[src/rtl/inst_fetch_queue_pkg.sv]
// Shared widths and types for the instruction fetch queue.
// The defines form the shared header; the package mirrors them as typed constants.
`ifndef INST_FETCH_QUEUE_DEFINES
`define INST_FETCH_QUEUE_DEFINES
`define INST_W      16
`define INST_ADDR_W 5
`define FETCH_DEPTH 4
`endif

package inst_fetch_queue_pkg;
  localparam int INST_W      = `INST_W;
  localparam int INST_ADDR_W = `INST_ADDR_W;

  typedef logic [INST_W-1:0]      inst_t;
  typedef logic [INST_ADDR_W-1:0] inst_addr_t;

  // One queue entry: the fetched instruction and the index it came from.
  typedef struct packed {
    inst_t      data;
    inst_addr_t pc;
  } fetch_entry_t;

  localparam int ENTRY_W = $bits(fetch_entry_t);
endpackage

[src/rtl/inst_fetch_queue_if.sv]
// Fetch-queue bus: program-memory port, redirect input and the core-facing
// instruction handshake. master = surrounding core/memory, slave = fetch queue.
interface inst_fetch_queue_if;
  import inst_fetch_queue_pkg::*;

  logic       en;
  inst_addr_t progmem_addr;
  inst_t      progmem_data;
  logic       redirect_valid;
  inst_addr_t redirect_pc;
  logic       inst_valid;
  inst_t      inst_data;
  inst_addr_t inst_pc;
  logic       inst_ready;

  modport master (
    output en, progmem_data, redirect_valid, redirect_pc, inst_ready,
    input  progmem_addr, inst_valid, inst_data, inst_pc
  );

  modport slave (
    input  en, progmem_data, redirect_valid, redirect_pc, inst_ready,
    output progmem_addr, inst_valid, inst_data, inst_pc
  );
endinterface

[src/rtl/inst_fetch_queue_fetch_fifo.sv]
// Synchronous FIFO holding fetched {instruction, pc} entries.
// Flush empties it in one edge and overrides any same-cycle push or pop.
module fetch_fifo
  import inst_fetch_queue_pkg::*;
#(
  parameter  int DEPTH = 4,
  parameter  int WIDTH = ENTRY_W,
  localparam int PTR_W = $clog2(DEPTH),
  localparam int CNT_W = PTR_W + 1
) (
  input  logic             clk,
  input  logic             rst_n,
  input  logic             i_flush,
  input  logic             i_push,
  input  logic [WIDTH-1:0] i_data,
  input  logic             i_pop,
  output logic [WIDTH-1:0] o_data,
  output logic [CNT_W-1:0] o_count
);
  logic [WIDTH-1:0] r_mem [DEPTH];
  logic [PTR_W-1:0] r_wr_ptr;
  logic [PTR_W-1:0] r_rd_ptr;
  logic [CNT_W-1:0] r_count;

  logic w_do_pop;
  logic w_do_push;

  assign w_do_pop  = i_pop && (r_count != '0);
  // A push into a full FIFO is only legal when the head leaves the same cycle.
  assign w_do_push = i_push && ((r_count != CNT_W'(DEPTH)) || w_do_pop);

  // Pointer and occupancy bookkeeping; reset and flush both empty the FIFO.
  always_ff @(posedge clk) begin
    // NOTE: sequential state uses non-blocking assignments so every register
    // samples pre-edge values, independent of statement order.
    if (!rst_n || i_flush) begin
      r_wr_ptr <= '0;
      r_rd_ptr <= '0;
      r_count  <= '0;
    end else begin
      if (w_do_push) r_wr_ptr <= r_wr_ptr + PTR_W'(1);
      if (w_do_pop)  r_rd_ptr <= r_rd_ptr + PTR_W'(1);
      case ({w_do_push, w_do_pop})
        2'b10:   r_count <= r_count + CNT_W'(1);
        2'b01:   r_count <= r_count - CNT_W'(1);
        default: r_count <= r_count;
      endcase
    end
  end

  // Entry storage write port.
  always_ff @(posedge clk) begin
    // NOTE: the storage array is deliberately not reset; r_count alone decides
    // which entries are meaningful, so stale data is never observed as valid.
    if (w_do_push && !i_flush) r_mem[r_wr_ptr] <= i_data;
  end

  assign o_data  = r_mem[r_rd_ptr];
  assign o_count = r_count;
endmodule

[src/rtl/inst_fetch_queue.sv]
// Instruction fetch front end: issues program-memory reads, captures the
// registered read data one cycle later into a small queue, and presents the
// queue head to the core. Redirect flushes everything and restarts fetch.
module inst_fetch_queue
  import inst_fetch_queue_pkg::*;
#(
  parameter int DEPTH = `FETCH_DEPTH
) (
  input logic               clk,
  input logic               rst_n,
  inst_fetch_queue_if.slave bus
);
  localparam int CNT_W = $clog2(DEPTH) + 1;
  localparam int OCC_W = CNT_W + 1;

  inst_addr_t r_fetch_pc;
  inst_addr_t r_req_pc;
  logic       r_pending;

  logic [CNT_W-1:0] w_count;
  logic [OCC_W-1:0] w_occupancy;
  logic             w_issue;
  logic             w_push;
  logic             w_pop;
  fetch_entry_t     w_push_entry;
  fetch_entry_t     w_head;
  logic [ENTRY_W-1:0] w_head_bits;

  // Occupancy counts the in-flight response so a slot is reserved for it;
  // this is what keeps the queue from ever overflowing.
  assign w_occupancy = {1'b0, w_count} + OCC_W'(r_pending);
  assign w_issue     = bus.en && !bus.redirect_valid && (w_occupancy < OCC_W'(DEPTH));

  // The response is captured regardless of en; a redirect discards it.
  assign w_push = r_pending && !bus.redirect_valid;
  assign w_pop  = bus.inst_valid && bus.inst_ready && !bus.redirect_valid;

  assign w_push_entry = '{data: bus.progmem_data, pc: r_req_pc};

  fetch_fifo #(
    .DEPTH (DEPTH),
    .WIDTH (ENTRY_W)
  ) u_fetch_fifo (
    .clk     (clk),
    .rst_n   (rst_n),
    .i_flush (bus.redirect_valid),
    .i_push  (w_push),
    .i_data  (w_push_entry),
    .i_pop   (w_pop),
    .o_data  (w_head_bits),
    .o_count (w_count)
  );

  // Fetch pointer and in-flight request tracking; redirect outranks issue.
  always_ff @(posedge clk) begin
    if (!rst_n) begin
      r_fetch_pc <= '0;
      r_req_pc   <= '0;
      r_pending  <= 1'b0;
    end else if (bus.redirect_valid) begin
      r_fetch_pc <= bus.redirect_pc;
      r_pending  <= 1'b0;
    end else begin
      r_pending <= w_issue;
      if (w_issue) begin
        r_req_pc   <= r_fetch_pc;
        r_fetch_pc <= r_fetch_pc + INST_ADDR_W'(1);
      end
    end
  end

  assign w_head = fetch_entry_t'(w_head_bits);

  assign bus.progmem_addr = r_fetch_pc;
  assign bus.inst_valid   = (w_count != '0);
  assign bus.inst_data    = w_head.data;
  assign bus.inst_pc      = w_head.pc;
endmodule

[src/flat_wrapper.sv]
// flat-port wrapper written by rule: the top's interface ports become plain ports
module inst_fetch_queue_flat import inst_fetch_queue_pkg::*;
#(
  parameter int DEPTH = `FETCH_DEPTH
)
  (clk, rst_n, bus_en, bus_progmem_data, bus_redirect_valid, bus_redirect_pc, bus_inst_ready, bus_progmem_addr, bus_inst_valid, bus_inst_data, bus_inst_pc);
  inst_fetch_queue_if bus_i ();
  input logic clk;
  input logic rst_n;
  input wire logic [$bits(bus_i.en)-1:0] bus_en;
  input wire logic [$bits(bus_i.progmem_data)-1:0] bus_progmem_data;
  input wire logic [$bits(bus_i.redirect_valid)-1:0] bus_redirect_valid;
  input wire logic [$bits(bus_i.redirect_pc)-1:0] bus_redirect_pc;
  input wire logic [$bits(bus_i.inst_ready)-1:0] bus_inst_ready;
  output wire logic [$bits(bus_i.progmem_addr)-1:0] bus_progmem_addr;
  output wire logic [$bits(bus_i.inst_valid)-1:0] bus_inst_valid;
  output wire logic [$bits(bus_i.inst_data)-1:0] bus_inst_data;
  output wire logic [$bits(bus_i.inst_pc)-1:0] bus_inst_pc;
  assign bus_i.en = bus_en;
  assign bus_i.progmem_data = bus_progmem_data;
  assign bus_i.redirect_valid = bus_redirect_valid;
  assign bus_i.redirect_pc = bus_redirect_pc;
  assign bus_i.inst_ready = bus_inst_ready;
  assign bus_progmem_addr = bus_i.progmem_addr;
  assign bus_inst_valid = bus_i.inst_valid;
  assign bus_inst_data = bus_i.inst_data;
  assign bus_inst_pc = bus_i.inst_pc;
  inst_fetch_queue #(.DEPTH(DEPTH)) u_core (.clk(clk), .rst_n(rst_n), .bus(bus_i));
endmodule
[config.mk]
export PLATFORM = sky130hd
export DESIGN_NAME = inst_fetch_queue_flat
export DESIGN_NICKNAME = d
export VERILOG_FILES = /design/src/rtl/inst_fetch_queue_pkg.sv /design/src/rtl/inst_fetch_queue_if.sv /design/src/rtl/inst_fetch_queue_fetch_fifo.sv /design/src/rtl/inst_fetch_queue.sv /design/src/flat_wrapper.sv
export SDC_FILE = /design/constraint.sdc
export NUM_CORES = 1
export LEC_CHECK = 0
export BUFFER_PORTS_ARGS = -buffer_cell sky130_fd_sc_hd__buf_4
export CAP_MARGIN = 10
export CELL_PAD_IN_SITES_DETAIL_PLACEMENT = 0
export CELL_PAD_IN_SITES_GLOBAL_PLACEMENT = 1
export CORE_ASPECT_RATIO = 1.4
export CORE_UTILIZATION = 48
export CTS_BUF_LIST = sky130_fd_sc_hd__clkbuf_16
export DETAILED_ROUTE_END_ITERATION = 10
export GPL_TIMING_DRIVEN = 1
export PLACE_DENSITY = 0.74
export SETUP_SLACK_MARGIN = 0.1
export SLEW_MARGIN = 20
export SYNTH_ARGS = -nofsm -noshare
export SYNTH_HDL_FRONTEND = slang
export SYNTH_SLANG_ARGS = --single-unit
[constraint.sdc]
create_clock -name clk -period 2.64 [get_ports clk]
set_clock_uncertainty 0.05 [all_clocks]
set_input_delay 0.264 -clock clk [delete_from_list [all_inputs] [get_ports clk]]
set_output_delay 0.264 -clock clk [all_outputs]
set_load 0.02 [all_outputs]
==> flow_metrics.tcl, run 1 <==
set metrics [dict create \
    syn_avg_cell_area_um2 17.6 \
    clk_transition_reported_paths_ps 60 \
    cpPeakStageDelay_ps 450 \
    grt-ovfl-total 0 \
    power.leakage_nw 1.67 \
    ff_latch_area_um2 2920 \
    period_share_pct 82.8 \
    worst_r2r_path_depth 7 \
    cts_hold_buf 0 \
    antenna_found_initial 0 \
    p_sw_share_pct 19.2 \
    vias_per_cell 5.27 \
    grt_pass1_vias 2028 \
    cp_top_family "simple AND/OR/NAND/NOR gates" \
    slew_viol_final 0 \
    switchingPower_uw 582 \
    ir_worst_vdd_mv 0.385 \
    ys_seq_elements 104 \
    setup_ws_ps 455 \
    fin_crit_ps 2180 \
    final_cell_mix "84 x edfxtp_1, 59 x buf_4, 21 x mux4_2, 20 x dfxtp_1, 17 x nand2_1" \
    hp-class "input port to register" \
    crit_type "register to register" \
    wl_um 6260 \
    drt_iter0_drc 109 \
    initial_utilization_pct 49.3 \
    layout.nets 320 \
    p_per_area_nw_per_um2 633 \
    grt_max_degree 22 \
    dieArea_um2 8740 \
    cp_slowest_cell "dfxtp_1" \
    tightest_slew_ps 536 \
    final.setup.tns_ps 0 \
    crit_buf_inv 0 \
    cts_made_buffers 9 \
    drive_above_1_share_pct 32.1 \
    ctsHtreeMaxLevel 3 \
    max_freq_mhz 458 \
    intPower_mw 2.46 \
    multi_input_area_um2 1030 \
    drt-pass1-iter-count 4 \
    wl_per_cell_um 15.9 \
    final_common_cell "edfxtp_1" \
    dp_hpwl_um 4010 \
    port_buffers 52 \
    clock_sinks 104 \
    drt.antenna.violating_nets 0 \
    p_comb_share_pct 4.0 \
    pre_cts_ws_ps 478 \
    track_usage_pct 15.8 \
    vias 2083 \
    netlist.area_leader.share_pct 62.8 \
    holdPathStages 1 \
    core_area_um2 8150 \
    grt_pass1_wl_um 9800 \
    path_cells "or3_1 -> nand2_1 -> or2_2 -> fa_1 -> a211oi_1 -> o21ai_0 -> nor3b_2" \
    syn_nets 260 \
    worstPathRequired_ps 2800 \
    cts.repair.resized 0 \
    post_cts_buffers 0 \
    syn_to_final_growth_pct 19.5 \
    fill_cells 629 \
    cts_tree "yes" \
    synth_area_leaders "edfxtp_1 63%, mux4_2 12%, dfxtp_1 10%, nand2_1 1.6%, ha_1 1.6%" \
    io_pins 53 \
    syn_area_um2 4020 \
    die_y_um 110 \
    yosysUniqueCellTypes 35 \
    synthCells 228 \
    end_kind "register" \
    cts_root_buf "clkbuf_16" \
    drc 0 \
    yosysTopAreaCell "edfxtp_1" \
    clk_latency_ps 330 \
    final_util_pct 58.9 \
    start_kind "register" \
    die_w_um 79.3 \
    max_slew_margin_pct 64.1 \
    power_frac_seq_pct 59.0 \
    clock_path_buffers 2 \
    hold_ws_ps 78.9 \
    ys_warn_count 0 \
    pwr-share-clk_pct 37.1 \
    rsz0062_at_grt "no" \
    finalSetupViolCount 0 \
    cp_num_cells 7 \
    worstPathMaxFanout 7 \
    n_antenna_cell 0 \
    max-cap-violations 0 \
    hold_viol_final 0 \
    ys_seq_area_share_pct 72.8 \
    arrival_ps 2350 \
    status "completed" \
    gp_congestion 0.726 \
    rows 39 \
]
## through the flow
| stage | cells | power [mW] | instance area (µm²) |
|---|---|---|---|
| after floorplan | 228 | 1.88 | 4020 |
| after global placement | 379 | 1.95 | 4540 |
| after detailed placement | 379 | 1.95 | 4540 |
| after CTS | 395 | 3.07 | 4800 |
| after global routing | 395 | 3.15 | 4800 |
| final | 395 | 3.04 | 4800 |
## sequential cells by signal (all words and copies together), names as in the netlist, named ones only
signal and cells:
u_core.u_fetch_fifo.r_rd_ptr 2, u_core.u_fetch_fifo.r_mem 84, u_core.bus.progmem_addr 5, u_core.u_fetch_fifo.o_count 3, u_core.r_pending 1, u_core.r_req_pc 5
u_core.u_fetch_fifo.r_wr_ptr 2
## final timing paths
check	endpoint	startpoint	slack, ps
worst max register to register	u_core.u_fetch_fifo.o_count[2]	u_core.u_fetch_fifo.o_count[2]	460
worst min register to register	u_core.r_req_pc[3]	u_core.r_req_pc[3]	450
worst min-delay path	u_core.u_fetch_fifo.r_mem[2][14]	bus_progmem_data[9]	80
worst max-delay path	u_core.u_fetch_fifo.o_count[2]	u_core.u_fetch_fifo.o_count[2]	460
## cell usage after synthesis, drive strengths merged
library cell	number
a2111oi	1
a211oi	2
a21oi	10
a22oi	3
a2bb2oi	1
a31oi	3
and2	4
and3	1
and4b	1
buf	3
clkbuf	7
dfxtp	20
edfxtp	84
fa	1
ha	5
inv	6
mux2i	1
mux4	21
nand2	17
nand2b	2
nand3	5
nand3b	1
nor2	13
nor2b	2
nor3	1
nor3b	1
o211a	1
o21ai	1
o21bai	1
o22ai	2
or2	1
or3	1
xnor2	3
xor2	2
## routing by layer
layer	global-route usage [%]	vias up	wire length (µm)	share of wire, %
met5	0	-	0	0
met3	3.87	8	248	4.0
met2	26.8	43	3300	53
met4	9.35	0	145	2.3
li1	-	1005	-	-
met1	18.1	1027	2570	41
## worst reg2reg max path: stages (launching register included)
cell	delay, ps
dfxtp_1	450
or3_1	220
nand2_1	90
or2_2	300
fa_1	450
a211oi_1	230
o21ai_0	110
nor3b_2	160
## kinds of logic after synthesis
group	synth area share [%]
buffers and inverters	1.62
XOR/XNOR	1.09
AND/OR/NAND/NOR	6.01
multiplexers	12.0
flip-flops	72.8
adder cells (fa/ha/maj)	2.06
AO/OA/AOI/OAI	4.42
## power by group through the flow
stage / Clock [mW] / Sequential, mW / Combinational [mW]
final: 1.13 / 1.79 / 0.121
after detailed placement: 0 / 1.83 / 0.122
after CTS: 1.16 / 1.79 / 0.123
after floorplan: 0 / 1.83 / 0.0533
after global routing: 1.22 / 1.79 / 0.133
after global placement: 0 / 1.83 / 0.121
## cell type report
class	count	area share, %
Multi-Input combinational cell	108	21.4
Timing Repair Buffer	59	9.23
Clock inverter	7	0.652
Inverter	6	0.469
Tap cell	102	2.66
Clock buffer	9	4.69
Sequential cell	104	60.9
Note: power is estimated with default switching activity, not from simulation.
==> inputs of run 2 (changes only) <==
--- a/config.mk
+++ b/config.mk
@@ -5,12 +5,13 @@
 export SDC_FILE = /design/constraint.sdc
 export NUM_CORES = 1
 export LEC_CHECK = 0
+export ABC_AREA = 1
 export BUFFER_PORTS_ARGS = -buffer_cell sky130_fd_sc_hd__buf_4
 export CAP_MARGIN = 10
 export CELL_PAD_IN_SITES_DETAIL_PLACEMENT = 0
 export CELL_PAD_IN_SITES_GLOBAL_PLACEMENT = 1
 export CORE_ASPECT_RATIO = 1.4
-export CORE_UTILIZATION = 48
+export CORE_UTILIZATION = 46
 export CTS_BUF_LIST = sky130_fd_sc_hd__clkbuf_16
 export DETAILED_ROUTE_END_ITERATION = 10
 export GPL_TIMING_DRIVEN = 1
==> constraint.sdc (replaced) <==
create_clock -name clk -period 2.1 [get_ports clk]
set_clock_uncertainty 0.05 [all_clocks]
set_input_delay 0.21 -clock clk [delete_from_list [all_inputs] [get_ports clk]]
set_output_delay 0.21 -clock clk [all_outputs]
set_load 0.02 [all_outputs]
==> flow_metrics.tcl, run 2 <==
set metrics [dict create \
    status "completed" \
    track_usage_pct 16.9 \
    clock_sinks 104 \
    initial_utilization_pct 47.9 \
    drive_above_1_share_pct 24.2 \
    slew_viol_final 0 \
    grt_pass1_vias 2441 \
    placed_cells_incl_taps 490 \
    rows 40 \
    ys.flop_type "edfxtp_1" \
    syn_to_final_growth_pct 19.5 \
    yosysUniqueCellTypes 31 \
    die_y_um 115 \
    vias 2605 \
    netlist.area_leader.share_pct 60.5 \
    grt-ovfl-total 0 \
    yosysTopAreaCell "edfxtp_1" \
    yosysMostFrequentCell "edfxtp_1" \
    worstPathMaxFanout 26 \
    period_share_pct 87.8 \
    dieArea_um2 9450 \
    wl_per_cell_um 14.3 \
    syn_avg_cell_area_um2 12.3 \
    setup_ws_ps 256 \
    clk_latency_ps 340 \
    io_pins 53 \
    cp_slowest_cell "dfxtp_1" \
    cts_hold_buf 0 \
    largest_reg_flops 84 \
    rsz0062_at_grt "no" \
    path_cells "inv_2 -> buf_12 -> nor2_1 -> o22ai_1 -> buf_4" \
    max_slew_margin_pct 77.1 \
    power.leakage_nw 1.87 \
    finalSetupViolCount 0 \
    n_antenna_cell 0 \
    grt_pass1_wl_um 11200 \
    hold_ws_ps 17.2 \
    netlist_top_cells_count "84 x edfxtp_1, 60 x nor2_1, 30 x o21ai_0, 21 x o22ai_1, 20 x dfxtp_1" \
    start_kind "register" \
    postLayoutCellArea_um2 4980 \
    cts_made_buffers 9 \
    fin_crit_ps 1840 \
    drt.antenna.violating_nets 0 \
    async_flop_share_pct 0 \
    post_cts_buffers 0 \
    layout.nets 428 \
    max_freq_mhz 542 \
    port_buffers 52 \
    worstPathRequired_ps 1840 \
    ys_seq_elements 104 \
    syn_area_um2 4170 \
    cts.repair.resized 0 \
    drc 0 \
    syn_nets 371 \
    clk_transition_reported_paths_ps 60 \
    ctsHtreeMaxLevel 3 \
    drt_iter0_drc 122 \
    ys_seq_area_share_pct 70.1 \
    crit_type "register to output port" \
    grt_max_degree 29 \
    pre_cts_ws_ps 309 \
    cts_tree "yes" \
    final_cell_mix "84 x edfxtp_1, 60 x buf_4, 56 x nor2_1, 30 x o21ai_0, 21 x o22ai_1" \
    drt-pass1-iter-count 4 \
    gp_congestion 0.752 \
    synth-edff-count 84 \
    core_area_um2 8710 \
    max-cap-violations 0 \
    ys_warn_count 0 \
    cpPeakStageDelay_ps 330 \
    hp-class "input port to register" \
    end_kind "output port" \
    final_common_cell "edfxtp_1" \
    cts_root_buf "clkbuf_16" \
    vias_per_cell 5.15 \
    hold_viol_final 0 \
    clock_path_buffers 2 \
    final_util_pct 57.2 \
    synth_area_leaders "edfxtp_1 61%, dfxtp_1 9.6%, nor2_1 5.4%, o21ai_0 3.6%, o22ai_1 3.2%" \
    top_register "u_core.u_fetch_fifo.r_mem" \
    p_per_area_nw_per_um2 803 \
    wl_um 7220 \
    synthCells 339 \
    die_w_um 82.4 \
    dp_hpwl_um 4480 \
    arrival_ps 1580 \
    instances_no_fill 506 \
    place_area_um2 4700 \
    antenna_found_initial 0 \
    tightest_slew_ps 343 \
    ir_worst_vdd_mv 0.494 \
]
==> run 2: changes by cell type after synthesis, sizes merged, moves of 3 or more <==
cell | previous run | this run
nor2 | 13 | 68
o21ai | 1 | 49
mux4 | 21 | 0
o22ai | 2 | 21
inv | 6 | 20
nand3 | 5 | 17
nand2 | 17 | 22
and2 | 4 | 0
buf | 3 | 7
a22oi | 3 | 0
==> run 2: final timing paths <==
| check | start | end | slack (ps) | cells after the start |
|---|---|---|---|---|
| worst min register to register | u_core.u_fetch_fifo.r_rd_ptr[1] | u_core.u_fetch_fifo.r_rd_ptr[1] | 420 | 2 |
| worst min-delay path | bus_progmem_data[15] | u_core.u_fetch_fifo.r_mem[2][20] | 20 | 1 |
| worst max-delay path | register | bus_inst_pc[2] | 260 | 5 |
| worst max register to register | u_core.u_fetch_fifo.o_count[2] | u_core.u_fetch_fifo.o_count[2] | 310 | 10 |
==> run 2: where the power goes <==
part | total [mW] | switching [mW] | leakage [nW] | internal (mW)
logic | 0.182 | 0.102 | 0.798 | 0.0801
registers | 2.27 | 0.0203 | 0.924 | 2.25
clock network | 1.55 | 0.646 | 0.144 | 0.901
==> run 2: through the flow <==
step	setup TNS [ps]	power, mW
after floorplan	-7430	2.41
after global placement	0	2.49
after detailed placement	0	2.50
after CTS	0	4.03
after global routing	0	4.12
final	0	4.00
==> run 2: worst max-delay path, delay by kind of cell, from the launching register on <==
family                 cells  cell delay (ps)
flip-flops                 1              330
AND/OR/NAND/NOR            1               50
buffers and inverters      3              640
AO/OA/AOI/OAI              1              210
==> run 2: area by class of cell <==
| type | instances | area, µm² |
|---|---|---|
| clock buffers | 9 | 225 |
| clock inverters | 7 | 56.3 |
| fillers | 728 | 3730 |
| inverters | 21 | 85.1 |
| multi-input cells | 199 | 1090 |
| flip-flops and latches | 104 | 2920 |
| well taps | 105 | 131 |
| repair buffers | 61 | 470 |
==> run 2: kinds of logic after synthesis <==
logic type,count (synthesis),synth area share (%)
compound gates,81,10.6
xor+xnor,3,0.631
fa+ha+maj,6,1.98
buf+inv,36,3.93
flops,104,70.1
simple gates,109,12.8
==> run 2: metal layers <==
metal	vias up	share of wire, %	wire, µm	track usage (%)
met1	1232	39	2850	17.5
met2	43	54	3890	29.6
met5	-	0	0	0
met3	10	4.3	313	4.14
li1	1320	-	-	-
met4	0	2.3	163	10.4
==> inputs of run 3 (changes only) <==
--- a/config.mk
+++ b/config.mk
@@ -14,7 +14,7 @@
 export CORE_UTILIZATION = 46
 export CTS_BUF_LIST = sky130_fd_sc_hd__clkbuf_16
 export DETAILED_ROUTE_END_ITERATION = 10
-export GPL_TIMING_DRIVEN = 1
+export GPL_TIMING_DRIVEN = 0
 export PLACE_DENSITY = 0.74
 export SETUP_SLACK_MARGIN = 0.1
 export SLEW_MARGIN = 20
==> flow_metrics.tcl, run 3 (same netlist as run 2, synthesis figures left out) <==
set metrics [dict create \
    instances_no_fill 511 \
    wl_um 7810 \
    drt.antenna.violating_nets 0 \
    grt_pass1_vias 2583 \
    slew_viol_final 0 \
    initial_utilization_pct 47.9 \
    reg2reg_slack_ps 210 \
    vias_per_cell 5.28 \
    io_pins 53 \
    start_kind "register" \
    cpMostUsedCell "buf_2" \
    grt-ovfl-total 0 \
    max-cap-violations 0 \
    cp_num_cells 6 \
    max_freq_mhz 523 \
    layout.nets 433 \
    hold_ws_ps 13.8 \
    cts_hold_buf 0 \
    clock_sinks 104 \
    ir_worst_vdd_mv 0.552 \
    hp-start "bus_progmem_data[6]" \
    die_y_um 115 \
    period_share_pct 91.0 \
    drc 0 \
    hp-class "input port to register" \
    path_cells "buf_2 -> inv_2 -> buf_2 -> o21ai_0 -> o22ai_1 -> buf_4" \
    cts_root_buf "clkbuf_16" \
    final.setup.tns_ps 0 \
    whs_endpoint "u_core.u_fetch_fifo.r_mem[3][11]" \
    track_usage_pct 18.2 \
    port_buffers 51 \
    cts_made_buffers 9 \
    ctsHtreeMaxLevel 3 \
    clk_latency_ps 340 \
    hold_viol_final 0 \
    die_w_um 82.4 \
    drt-pass1-iter-count 4 \
    rsz0062_at_grt "yes" \
    core_area_um2 8710 \
    final_common_cell "edfxtp_1" \
    final_util_pct 57.4 \
    worst_r2r_path_depth 6 \
    p_per_area_nw_per_um2 797 \
    max_slew_margin_pct 52.2 \
    rr_endpoint "u_core.u_fetch_fifo.r_mem[3][7]" \
    largest_reg_flops 84 \
    cts_tree "yes" \
    rr_startpoint "u_core.u_fetch_fifo.o_count[2]" \
    n_antenna_cell 0 \
    cp_slowest_cell "dfxtp_1" \
    finalSetupViolCount 0 \
    crit_type "register to output port" \
    cpPeakStageDelay_ps 300 \
    pre_cts_ws_ps 167 \
    gp_congestion 0.739 \
    fill_cells 734 \
    syn_to_final_growth_pct 19.9 \
    placed_cells_incl_taps 495 \
    dp_hpwl_um 4830 \
    setup_ws_ps 189 \
    cp_top_family "buffers and inverters" \
    arrival_ps 1650 \
    holdPathStages 1 \
    fin_crit_ps 1910 \
    clock_path_buffers 2 \
    tightest_slew_ps 716 \
    place_area_um2 4710 \
    antenna_found_initial 0 \
    status "completed" \
    drt_iter0_drc 195 \
    worstPathRequired_ps 1840 \
    dieArea_um2 9450 \
    crit_buf_inv 4 \
    grt_pass1_wl_um 12200 \
    vias 2700 \
    postLayoutCellArea_um2 5000 \
    drive_above_1_share_pct 25.6 \
    rows 40 \
    end_kind "output port" \
    wl_per_cell_um 15.3 \
    grt_max_degree 22 \
    power.leakage_nw 1.88 \
    final_cell_mix "84 x edfxtp_1, 56 x nor2_1, 51 x buf_4, 30 x o21ai_0, 21 x o22ai_1" \
    total_power_mw 3.98 \
    clk_transition_reported_paths_ps 60 \
    worstPathMaxFanout 10 \
    top_register "u_core.u_fetch_fifo.r_mem" \
]
## run 3: cell count changes in the layout (fill, tap and decap cells not counted), moves of 2 or more
| cell | delta |
|---|---|
| buf_2 | +5 |
| buf_4 | -9 |
| buf_6 | +2 |
| nor2_4 | +4 |
| nor2_2 | -4 |
| clkinv_2 | +3 |
| clkbuf_2 | +8 |
## run 3: layout make-up
type	instances	area [µm²]	area share (%)
buffer	15	87.6	1.75
clock buffer	10	250	5.01
clock inverter	6	26.3	0.526
inverter	21	85.1	1.70
multi-input combinational	199	1110	22.2
sequential	104	2920	58.5
tap	105	131	2.63
timing repair buffer	51	383	7.66
## run 3: worst max path at each step
stage                                   startpoint                              end  slack [ps]
floorplan           u_core.u_fetch_fifo.o_count[2]  u_core.u_fetch_fifo.r_mem[0][0]         -90
global placement    u_core.u_fetch_fifo.o_count[2]  u_core.u_fetch_fifo.r_mem[3][7]        -850
detailed placement  u_core.u_fetch_fifo.o_count[2]  u_core.u_fetch_fifo.r_mem[3][7]         170
CTS                                       register                   bus_inst_pc[0]         120
global route        u_core.u_fetch_fifo.o_count[2]  u_core.u_fetch_fifo.r_mem[0][7]          70
finish                                    register                   bus_inst_pc[2]         190
## run 3: layer usage
layer / global-route usage, % / routed length, µm / vias to the layer above
met1: 21.6 / 3280 / 1290
met2: 29.4 / 3940 / 71
met3: 5.02 / 434 / 12
li1: - / - / 1327
met4: 9.71 / 161 / 0
met5: 0 / 0 / -
## run 3: repair_timing
item,4_1_cts,5_1_grt
pin swaps,0,0
resized for setup,3,8
hold endpoints to repair,0,0
buffers inserted,0,0
setup endpoints to repair,15,64
## run 3: report_power, final
group          total, mW  switching [mW]  internal, mW
clock network       1.53           0.673         0.856
logic              0.186           0.104        0.0822
registers           2.27          0.0202          2.25
total               3.98           0.797          3.19
